## config.mk

```make
export PLATFORM = sky130hd
export DESIGN_NAME = ucode_programmer_flat
export DESIGN_NICKNAME = d
export VERILOG_FILES = /design/src/rtl/ucode_programmer_if.sv /design/src/rtl/ucode_programmer.sv /design/src/flat_wrapper.sv
export SDC_FILE = /design/constraint.sdc
export NUM_CORES = 1
export LEC_CHECK = 0
export BUFFER_PORTS_ARGS = -buffer_cell sky130_fd_sc_hd__buf_2
export CAP_MARGIN = 20
export CORE_MARGIN = 3
export CORE_UTILIZATION = 55
export CTS_CLUSTER_DIAMETER = 150
export DETAILED_ROUTE_END_ITERATION = 6
export GPL_ROUTABILITY_DRIVEN = 0
export GPL_TIMING_DRIVEN = 0
export PLACE_DENSITY = 0.88
export SLEW_MARGIN = 20
export SYNTH_ARGS = -nofsm -noshare
export SYNTH_HDL_FRONTEND = slang
export SYNTH_SLANG_ARGS = --single-unit
```

## constraint.sdc

```tcl
create_clock -name clk -period 3.7 [get_ports clk]
set_input_delay 0.74 -clock clk [delete_from_list [all_inputs] [get_ports clk]]
set_output_delay 0.74 -clock clk [all_outputs]
set_load 0.05 [all_outputs]
```

## src/rtl/ucode_programmer_if.sv

```systemverilog
// EEPROM-side bus of the microcode programmer: address/data, strobes and read-back data.
interface ucode_programmer_if;
  logic [10:0] ee_addr;
  logic [7:0]  ee_wdata;
  logic        ee_wdata_en;
  logic [7:0]  ee_rdata;
  logic        ee_ce_n;
  logic        ee_we_n;
  logic        ee_oe_n;

  modport master (
    output ee_addr, ee_wdata, ee_wdata_en, ee_ce_n, ee_we_n, ee_oe_n,
    input  ee_rdata
  );

  modport slave (
    input  ee_addr, ee_wdata, ee_wdata_en, ee_ce_n, ee_we_n, ee_oe_n,
    output ee_rdata
  );
endinterface

```

## src/rtl/ucode_programmer.sv

```systemverilog
// Writes the full 1024-byte control-store image into the two microcode EEPROM halves.
// Optional read-back verify pass is compiled in with UCODE_VERIFY_EN.
module ucode_programmer #(
  parameter int WE_PULSE = 2,
  parameter int WR_WAIT  = 4,
  parameter int RD_LAT   = 2
) (
  input  logic        clk,
  input  logic        clr,
  input  logic        start,
  output logic        busy,
  output logic        done,
  output logic        err,
  output logic [10:0] err_addr,
  ucode_programmer_if.master ee
);
`ifdef UCODE_VERIFY_EN
  localparam bit VERIFY = 1'b1;
`else
  localparam bit VERIFY = 1'b0;
`endif

  localparam logic [7:0] PULSE_LAST = 8'(WE_PULSE - 1);
  localparam logic [7:0] WAIT_LAST  = 8'(WR_WAIT - 1);
  localparam logic [7:0] RD_LAST    = 8'(RD_LAT - 1);

  typedef enum logic [2:0] {
    IDLE, W_SETUP, W_PULSE, W_HOLD, W_WAIT, R_SETUP, R_IDLE, DONE
  } state_e;

  state_e      state_q, state_d;
  logic [9:0]  addr_q, addr_d;
  logic [7:0]  cnt_q, cnt_d;
  logic        err_q, err_d;
  logic [9:0]  err_addr_q, err_addr_d;
  logic        wr_next, rd_next, wr_act;

  logic [3:0]  op;
  logic [2:0]  st;
  logic        zf, cf, half;
  logic [15:0] cw;
  logic [7:0]  byte_w;

  assign zf   = addr_q[9];
  assign cf   = addr_q[8];
  assign half = addr_q[7];
  assign op   = addr_q[6:3];
  assign st   = addr_q[2:0];

  // Control word for the current address; jumps taken only when their flag is set.
  always_comb begin
    cw = 16'h0000;
    case (st)
      3'd0: cw = 16'h4004;
      3'd1: cw = 16'h1408;
      3'd2: case (op)
        4'd1, 4'd2, 4'd3, 4'd4: cw = 16'h4800;
        4'd5:  cw = 16'h0A00;
        4'd6:  cw = 16'h0802;
        4'd7:  cw = cf ? 16'h0802 : 16'h0000;
        4'd8:  cw = zf ? 16'h0802 : 16'h0000;
        4'd14: cw = 16'h0110;
        4'd15: cw = 16'h8000;
        default: ;
      endcase
      3'd3: case (op)
        4'd1:       cw = 16'h1200;
        4'd2, 4'd3: cw = 16'h1020;
        4'd4:       cw = 16'h2100;
        default: ;
      endcase
      3'd4: case (op)
        4'd2: cw = 16'h0281;
        4'd3: cw = 16'h02C1;
        default: ;
      endcase
      default: ;
    endcase
  end

  assign byte_w = half ? cw[7:0] : cw[15:8];

  always_comb begin
    state_d    = state_q;
    addr_d     = addr_q;
    cnt_d      = cnt_q;
    err_d      = err_q;
    err_addr_d = err_addr_q;
    wr_next    = 1'b0;
    rd_next    = 1'b0;
    unique case (state_q)
      IDLE, DONE: if (start) begin
        state_d    = W_SETUP;
        addr_d     = '0;
        cnt_d      = '0;
        err_d      = 1'b0;
        err_addr_d = '0;
      end
      W_SETUP: state_d = W_PULSE;
      W_PULSE: if (cnt_q == PULSE_LAST) begin
        state_d = W_HOLD;
        cnt_d   = '0;
      end else cnt_d = cnt_q + 8'd1;
      W_HOLD: if (WR_WAIT == 0) wr_next = 1'b1;
              else state_d = W_WAIT;
      W_WAIT: if (cnt_q == WAIT_LAST) wr_next = 1'b1;
              else cnt_d = cnt_q + 8'd1;
      R_SETUP: if (cnt_q == RD_LAST) begin
        cnt_d = '0;
        if (ee.ee_rdata != byte_w) begin
          err_d      = 1'b1;
          err_addr_d = addr_q;
          state_d    = DONE;
        end else state_d = R_IDLE;
      end else cnt_d = cnt_q + 8'd1;
      R_IDLE: rd_next = 1'b1;
    endcase

    if (wr_next) begin
      cnt_d = '0;
      if (&addr_q) begin
        addr_d  = '0;
        state_d = VERIFY ? R_SETUP : DONE;
      end else begin
        addr_d  = addr_q + 10'd1;
        state_d = W_SETUP;
      end
    end
    if (rd_next) begin
      if (&addr_q) state_d = DONE;
      else begin
        addr_d  = addr_q + 10'd1;
        state_d = R_SETUP;
      end
    end
  end

  always_ff @(posedge clk) begin
    if (clr) begin
      state_q    <= IDLE;
      addr_q     <= '0;
      cnt_q      <= '0;
      err_q      <= 1'b0;
      err_addr_q <= '0;
    end else begin
      state_q    <= state_d;
      addr_q     <= addr_d;
      cnt_q      <= cnt_d;
      err_q      <= err_d;
      err_addr_q <= err_addr_d;
    end
  end

  assign wr_act         = state_q inside {W_SETUP, W_PULSE, W_HOLD};
  assign busy           = !(state_q inside {IDLE, DONE});
  assign done           = state_q == DONE;
  assign err            = err_q;
  assign err_addr       = {1'b0, err_addr_q};
  assign ee.ee_addr     = {1'b0, addr_q};
  assign ee.ee_wdata    = wr_act ? byte_w : 8'h00;
  assign ee.ee_wdata_en = wr_act;
  assign ee.ee_ce_n     = !(wr_act || state_q == R_SETUP);
  assign ee.ee_we_n     = state_q != W_PULSE;
`ifdef UCODE_VERIFY_EN
  assign ee.ee_oe_n     = state_q != R_SETUP;
`else
  assign ee.ee_oe_n     = 1'b1;
`endif
endmodule
```

## src/flat_wrapper.sv

```systemverilog
// flat-port wrapper written by rule: the top's interface ports become plain ports
module ucode_programmer_flat 
#(
  parameter int WE_PULSE = 2,
  parameter int WR_WAIT  = 4,
  parameter int RD_LAT   = 2
)
  (clk, clr, start, busy, done, err, err_addr, ee_ee_addr, ee_ee_wdata, ee_ee_wdata_en, ee_ee_ce_n, ee_ee_we_n, ee_ee_oe_n, ee_ee_rdata);
  ucode_programmer_if ee_i ();
  input  logic clk;
  input  logic clr;
  input  logic start;
  output logic busy;
  output logic done;
  output logic err;
  output logic [10:0] err_addr;
  output wire logic [$bits(ee_i.ee_addr)-1:0] ee_ee_addr;
  output wire logic [$bits(ee_i.ee_wdata)-1:0] ee_ee_wdata;
  output wire logic [$bits(ee_i.ee_wdata_en)-1:0] ee_ee_wdata_en;
  output wire logic [$bits(ee_i.ee_ce_n)-1:0] ee_ee_ce_n;
  output wire logic [$bits(ee_i.ee_we_n)-1:0] ee_ee_we_n;
  output wire logic [$bits(ee_i.ee_oe_n)-1:0] ee_ee_oe_n;
  input wire logic [$bits(ee_i.ee_rdata)-1:0] ee_ee_rdata;
  assign ee_ee_addr = ee_i.ee_addr;
  assign ee_ee_wdata = ee_i.ee_wdata;
  assign ee_ee_wdata_en = ee_i.ee_wdata_en;
  assign ee_ee_ce_n = ee_i.ee_ce_n;
  assign ee_ee_we_n = ee_i.ee_we_n;
  assign ee_ee_oe_n = ee_i.ee_oe_n;
  assign ee_i.ee_rdata = ee_ee_rdata;
  ucode_programmer #(.WE_PULSE(WE_PULSE), .WR_WAIT(WR_WAIT), .RD_LAT(RD_LAT)) u_core (.clk(clk), .clr(clr), .start(start), .busy(busy), .done(done), .err(err), .err_addr(err_addr), .ee(ee_i));
endmodule
```

Word-level counts from Yosys, hierarchy flattened:

Index checks and enable logic that the tools add are counted.

* $add $sub $neg: 2
* multiply operators: 0
* divide/modulo/power cells: 0
* $lt $le $gt $ge: 0
* equality and inequality tests: 32
* shift-type cells: 0
* multiplexer cells: 38
* bitwise operators: 0
* reduce and logical (&&, ||, !) cells: 19

Operator list (number)
* $pmux W16 S7: 1
* $mux W10: 9
* $pmux W16 S5: 1
* $pmux W14 S3: 1
* $mux W8: 5
* $pmux W10 S2: 2
* $mux W12: 2
* $pmux W8 S3: 1
* $mux W3: 6
* $eq A4 B3 Y1 const B: 4
* $eq A3 B3 Y1 const B: 5
* $pmux W3 S5: 1
* $eq A3 B2 Y1 const B: 4
* $eq A4 B4 Y1 const B: 3
* $add A10 B1 Y10 const B: 1
* $reduce_and A10 Y1: 1
* $add A8 B1 Y8 const B: 1
* $eq A4 B2 Y1 const B: 2
* $eq A8 B1 Y1 const B: 1
* $eq A8 B2 Y1 const B: 1
* $ne A4 B1 Y1 const B: 2
* $ne A8 B8 Y1: 1
* $reduce_and A4 Y1: 2
* $reduce_or A2 Y1: 4
* 17 further kinds: 30

* register bits: 32
* latch bits: 0
* memory bits (writable): 0
* ROM bits: 0
* output and inout port bits: 37
* word-level logic and storage cells: 96
* memories: 0

Depth between registers and ports, before layout:

Gate-level depths: netlist (run 1).

* depth in word-level cells: 11
* depth in mapped cells: 12

Worst setup path before layout (run 1):

Ideal clock, no wire load.

* path type: reg2out
* start point: register u_core.addr_q[4]
* end point: output ee_ee_wdata[1]
* data arrival time: 2.764 ns
* required time: 2.960 ns
* slack: 0.196 ns
* stages on the path, launching flop included: 7
* cell sequence: dfxtp_1 clkbuf_1 nand3b_1 a21oi_1 o221a_2 nor2_1 a311oi_1

* longest elaborated chain between the ends: 6
* elaborated cells on any way between the ends: 18
* classes of those cells: eq/ne (10); mux (6); reduce/logical (2)

RTL lines
* start, declared: RTL line ucode_programmer.sv:32 `logic [9:0] addr_q, addr_d;`
* start signal, assigned: RTL line ucode_programmer.sv:147 `addr_q <= addr_d;`
* $eq A4 B1 Y1 (tied with other cells): RTL line ucode_programmer.sv:56, ucode_programmer.sv:66
* $reduce_or A4 Y1 or $reduce_or A2 Y1 (tied branches): RTL line ucode_programmer.sv:56, ucode_programmer.sv:66
* $pmux W16 S7 or $pmux W14 S3 (tied branches): RTL line ucode_programmer.sv:56, ucode_programmer.sv:66
* $pmux W16 S5 (*): RTL line ucode_programmer.sv:53 `case (st)`
* $mux W8 (*): RTL line ucode_programmer.sv:81 `assign byte_w = half ? cw[7:0] : cw[15:8];`
* $mux W8 (*): RTL line ucode_programmer.sv:160 `assign ee.ee_wdata = wr_act ? byte_w : 8'h00;`
* end, declared: RTL line flat_wrapper.sv:18 `output wire logic [$bits(ee_i.ee_wdata)-1:0] ee_ee_wdata;`

Mark *: on every way between the ends. The rest lies on a longest branch, timed or not.

Worst setup path in the final report (run 1):

* start point: register u_core.addr_q[2]
* end point: output ee_ee_wdata[6]

* longest elaborated chain between the ends: 4
* elaborated cells on any way between the ends: 8
* classes of those cells: eq/ne (4); mux (3); reduce/logical (1)

RTL lines (RTL line)
* $eq A3 B3 Y1 (tied with other cells): ucode_programmer.sv:53
* $pmux W16 S5 (*): ucode_programmer.sv:53
* $mux W8 (*): ucode_programmer.sv:81
* $mux W8 (*): ucode_programmer.sv:160

Marks and branches as above.

==> results.json, run 1 <==
{
  "status": "finished clean",
  "post-place-ws_ns": 0.5818,
  "fill_cells": 359,
  "p_leak_uw": 0.001126,
  "cts.sinks": 32,
  "worst_pin_slew_ns": 0.7780,
  "fin_crit_ns": 3.250,
  "syn_area_per_cell_um2": 7.637,
  "slew_headroom_pct": 48.02,
  "path_clk_slew_ns": 0.06,
  "drt_iter0_drc": 306,
  "wire_per_inst_um": 15.21,
  "power_density_mw_per_mm2": 382.5,
  "finalCritPeriodShare_pct": 87.84,
  "layout.nets": 378,
  "drv_cap": 0,
  "synth_edf_count": 0,
  "dp_hpwl_mm": 4.626,
  "place_inst": 403,
  "cts_tree": "done",
  "cts_setup_buffers": 0,
  "syn-instance-count": 309,
  "slowest_stage": "clkbuf_1",
  "synth_area_mm2": 0.002360,
  "critical_path.max_fanout": 10,
  "skew_ns": 0.01189,
  "cpPeakStageDelay_ns": 0.45,
  "drt_wl_total_mm": 6.253,
  "setup_slack_ns": 0.4500,
  "grt_overflow": 0,
  "total_power_uw": 1045,
  "io_pins": 48,
  "fp.dieArea_mm2": 0.005112,
  "yosys_warnings": 0,
  "grt_max_degree": 11,
  "synthFlopType": "dfxtp_1",
  "coreArea_mm2": 0.004058,
  "grt_pass1_vias": 2286,
  "min_delay_path_depth": 1,
  "crit_path_end_kind": "primary output",
  "hold_class": "reg2reg",
  "fin_cells": 411,
  "die_y_um": 71.50,
  "ir_drop_mv": 0.4385,
  "critPathTopFamily": "buffers and inverters",
  "die_width_um": 71.50,
  "setup_violations": 0,
  "area_growth_pct": 15.75,
  "rsz0062_at_grt": "false",
  "antennaDiodeCount": 0,
  "finalMaxSlewViolations": 0,
  "hold_viol": 0,
  "dr.pass1.iters": 5,
  "critPathKind": "reg2out",
  "vias": 2595,
  "start_util_pct": 58.16,
  "postLayoutCoreUtil_pct": 67.31,
  "drcViolationCount": 0,
  "clk_latency_ns": 0.29,
  "rows": 23,
  "reg2regPathDepth": 12,
  "startpoint_type": "flip-flop",
  "cp.depth": 9,
  "hold_buffers": 0,
  "drtAntennaViolNets": 0,
  "synth_seq_cells": 32,
  "vias_per_cell": 6.314,
  "path_cells": "buf_2, clkbuf_1, inv_1, ha_1, nor2_1, a21oi_1, a21boi_0, nor2_1, buf_2",
  "cts_resized": 0,
  "clockBufferDepth": 2,
  "async_flop_share_pct": 0,
  "antenna_found_initial": 0,
  "ys_seq_area_share_pct": 27.15,
  "portBuffers": 43,
  "worst_ep_required_time_ns": 2.96,
  "finalSetupTns_ns": 0,
  "clock.fmax_ghz": 0.3077,
  "grt_pass1_wl_mm": 10.19,
  "critical_path_arrival_ns": 2.51,
  "htreeDepth": 2,
  "cts_root_buf": "clkbuf_8",
  "synthDistinctLibCells": 65,
  "drive_gt1_share_pct": 20.50,
  "worst-path-buf-inv": 4,
  "cts_buffers": 5,
  "gr-usage-all-layers_pct": 24.31
}
-- synthesized netlist by cell type (4+ instances only) --
cell type	instances	area [µm²]
nor3_1	11	55.05
nor2_1	43	161.4
o21ai_0	15	75.07
nand3_1	5	25.02
inv_1	14	52.55
dfxtp_1	32	640.6
xor2_1	9	78.83
buf_2	5	25.02
clkbuf_1	12	45.04
a21oi_1	25	125.1
and3_1	4	25.02
nor2b_1	6	37.54
a31oi_1	7	43.79
nor4_1	4	25.02
nand2_1	12	45.04
a211oi_1	4	30.03
a22o_1	10	87.58
nand4_1	11	68.82
ha_1	7	87.58
or2_2	5	31.28
-- cells by family (layout without fill, tap and decap cells) --
family,after synthesis,in the layout,share of synthesized area (%)
compound gates,94,94,27.63
xor+xnor,11,11,4.083
fa+ha+maj,7,7,3.711
buf+inv,38,89,7.741
flops,32,32,27.15
mux,2,2,0.9014
other cells,2,3,0.3183
simple gates,123,123,28.47
-- flip-flops by register name, summed over array words and instances, names as in the netlist --
register / count
u_core.err: 1
u_core.cnt_q: 8
u_core.err_addr_q: 10
u_core.state_q: 3
u_core.addr_q: 10
-- layout by cell type (no fill, tap or decap), drive strengths merged, types with 4 or more instances in the layout --
cell | Yosys | routed
buf | 12 | 55
nor2 | 43 | 43
dfxtp | 32 | 32
a21oi | 25 | 25
clkbuf | 12 | 20
o21ai | 16 | 16
inv | 14 | 14
nand2 | 13 | 13
nor3 | 11 | 11
nand4 | 11 | 11
a22o | 10 | 10
xor2 | 9 | 9
a31oi | 7 | 7
ha | 7 | 7
nor2b | 6 | 6
or2 | 5 | 5
nand3 | 5 | 5
and3 | 5 | 5
a211oi | 4 | 4
nor4 | 4 | 4
nand2b | 4 | 4
-- worst paths after layout --
path	from	slack [ns]	end
min reg2reg	u_core.err	0.45	u_core.err
max reg2reg	u_core.addr_q[2]	0.48	u_core.err_addr_q[2]
min	u_core.err	0.45	u_core.err
max	u_core.addr_q[2]	0.45	ee_ee_wdata[6]
-- routing by layer --
layer,routed length (µm),part of all wire [%],vias up,track usage (%)
li1,-,-,1227,-
met1,2683,43,1210,30.97
met2,2965,47,135,40.82
met3,453,7.2,23,5.750
met4,150,2.4,0,7.098
met5,0,0,-,0
-- final cells by class --
type | instances | area, µm² | area share [%]
well taps | 50 | 62.56 | 2.290
multi-input cells | 240 | 1540 | 56.39
plain buffers | 24 | 130.1 | 4.764
flip-flops and latches | 32 | 640.6 | 23.45
repair buffers | 43 | 215.2 | 7.879
clock buffers | 8 | 90.09 | 3.298
inverters | 14 | 52.55 | 1.924
-- metrics by stage --
stage / hold WS, ns / area, µm²
2_1_floorplan: 0.4794 / 2364
3_3_place_gp: 0.4284 / 2641
3_5_place_dp: 0.4378 / 2641
4_1_cts: 0.4520 / 2731
5_1_grt: 0.4870 / 2731
6_report: 0.4453 / 2731
-- power by group --
part | internal, µW | total [µW] | switching (µW)
Sequential | 359 | 372 | 13.0
Combinational | 112 | 399 | 287
Clock | 151 | 274 | 123
-- worst reg2reg max path, delay by kind of cell, from the launching register on --
| kind | cells | cell delay (ns) |
|---|---|---|
| adder cells (fa/ha/maj) | 1 | 0.23 |
| AO/OA/AOI/OAI | 5 | 1.47 |
| AND/OR/NAND/NOR | 1 | 0.08 |
| multiplexers | 1 | 0.30 |
| buffers and inverters | 4 | 0.73 |
| flip-flops | 1 | 0.31 |
Note: power is estimated with default switching activity, not from simulation.
==> run 2, diff against run 1 <==
Settings changed: REMOVE_ABC_BUFFERS set to 1.
==> results.json, run 2 (synthesis gave the netlist of run 1 again) <==
{
  "die_y_um": 71.50,
  "cts_setup_buffers": 0,
  "top_regs": "u_core.addr_q (10), u_core.err_addr_q (10), u_core.cnt_q (8)",
  "setup_violations": 0,
  "post-place-ws_ns": 0.4284,
  "wire_per_inst_um": 14.82,
  "min_to": "u_core.err",
  "switching_share_pct": 39.69,
  "worst_pin_slew_ns": 0.8766,
  "drt_wl_total_mm": 5.735,
  "critical_path_arrival_ns": 3.51,
  "portBuffers": 44,
  "fp.dieArea_mm2": 0.005112,
  "r2r_setup_slack_ns": 0.41,
  "min_delay_path_depth": 1,
  "p_int_uw": 624.0,
  "clk_latency_ns": 0.27,
  "drive_gt1_share_pct": 19.29,
  "final_cell_mix": "buf_2, nor2_1, dfxtp_1",
  "holdWs_ns": 0.4561,
  "hold_class": "reg2reg",
  "dp_hpwl_mm": 4.158,
  "p_clk_share_pct": 27.3,
  "critPathKind": "reg2reg",
  "vias_per_cell": 6.258,
  "cts_root_buf": "clkbuf_8",
  "switching_power_uw": 410.7,
  "drv_cap": 0,
  "coreArea_mm2": 0.004058,
  "gr-usage-all-layers_pct": 21.75,
  "skew_ns": 0.003448,
  "antennaDiodeCount": 0,
  "cts.sinks": 32,
  "clockBufferDepth": 2,
  "layout.nets": 355,
  "reg2regPathDepth": 7,
  "io_pins": 48,
  "slew_headroom_pct": 41.48,
  "grt_overflow": 0,
  "grt_pass1_vias": 2127,
  "cts_tree": "done",
  "combPwrFrac_pct": 34.3,
  "hold_buffers": 0,
  "fin_crit_ns": 3.291,
  "path_clk_slew_ns": 0.06,
  "dr.pass1.iters": 5,
  "worst_ep_required_time_ns": 3.92,
  "vias": 2422,
  "area_growth_pct": 10.71,
  "pwr-share-seq_pct": 38.4,
  "grt_max_degree": 27,
  "reg2reg_to": "u_core.err_addr_q[3]",
  "hold_viol": 0,
  "critical_path.max_fanout": 21,
  "finalCritPeriodShare_pct": 88.94,
  "grt_pass1_wl_mm": 9.308,
  "start_util_pct": 58.16,
  "finalSetupTns_ns": 0,
  "p_leak_uw": 0.001058,
  "die_width_um": 71.50,
  "drt_iter0_drc": 232,
  "power_density_mw_per_mm2": 396.0,
  "mostFrequentLayoutCell": "buf_2",
  "htreeDepth": 2,
  "antenna_found_initial": 0,
  "rows": 23,
  "rsz0062_at_grt": "false",
  "ir_drop_mv": 0.3351,
  "drcViolationCount": 0,
  "clock.fmax_ghz": 0.3039,
  "startpoint_type": "flip-flop",
  "crit_path_end_kind": "flip-flop",
  "rr_startpoint": "u_core.addr_q[5]",
  "finalMaxSlewViolations": 0,
  "cts_buffers": 5,
  "min_from": "u_core.err",
  "drtAntennaViolNets": 0,
  "setup_slack_ns": 0.4091,
  "cts_resized": 0,
  "status": "finished clean"
}
[run 2: through the flow]
| stage | total power (µW) | utilization, % | instance area [µm²] | cells |
|---|---|---|---|---|
| global route | 1088 | 64.38 | 2613 | 387 |
| floorplan | 673.7 | - | 2233 | 286 |
| detailed placement | 757.5 | 62.01 | 2516 | 380 |
| finish | 1035 | 64.38 | 2613 | 387 |
| CTS | 1040 | 64.38 | 2613 | 387 |
| global placement | 749.6 | 62.01 | 2516 | 380 |
[run 2: how the worst max path moves through the flow]
stage	depth (start not counted)	endpoint	from	slack, ns
2_1_floorplan	5	ee_ee_wdata[1]	u_core.addr_q[5]	0.17
3_3_place_gp	9	u_core.err_addr_q[6]	u_core.addr_q[0]	0.51
3_5_place_dp	9	u_core.err_addr_q[3]	u_core.addr_q[0]	0.43
4_1_cts	9	u_core.err_addr_q[3]	u_core.addr_q[0]	0.40
5_1_grt	9	u_core.err_addr_q[1]	u_core.addr_q[0]	0.19
6_report	7	u_core.err_addr_q[3]	u_core.addr_q[5]	0.41
[run 2: per-layer routing]
metal  vias to the layer above  wire length (µm)  GRT usage (%)
li1                       1182                 -              -
met1                      1113              2446          26.95
met2                       115              2762          37.86
met3                        12               436          4.769
met4                         0                90          6.054
met5                         -                 0              0
[run 2: power by group through the flow]
stage / combinational [µW] / clock (µW) / sequential (µW)
2_1_floorplan: 278 / 0 / 395
3_3_place_gp: 347 / 0 / 403
3_5_place_dp: 354 / 0 / 404
4_1_cts: 356 / 289 / 396
5_1_grt: 384 / 302 / 402
6_report: 355 / 283 / 397
[run 2: area by class of cell]
class,count,area [µm²]
Sequential cell,32,640.6
Inverter,14,52.55
Clock buffer,7,96.34
Multi-Input combinational cell,240,1540
Timing Repair Buffer,44,220.2
Tap cell,50,62.56
Fill cell,349,1445
[run 2: worst max-delay path, cell delays in order (launching register included)]
cell	delay [ns]
dfxtp_1	0.80
nand2_2	0.25
nor4_1	0.48
o21ai_0	0.14
a2111o_1	0.37
a2111o_1	0.38
o31ai_4	0.56
a22o_1	0.24
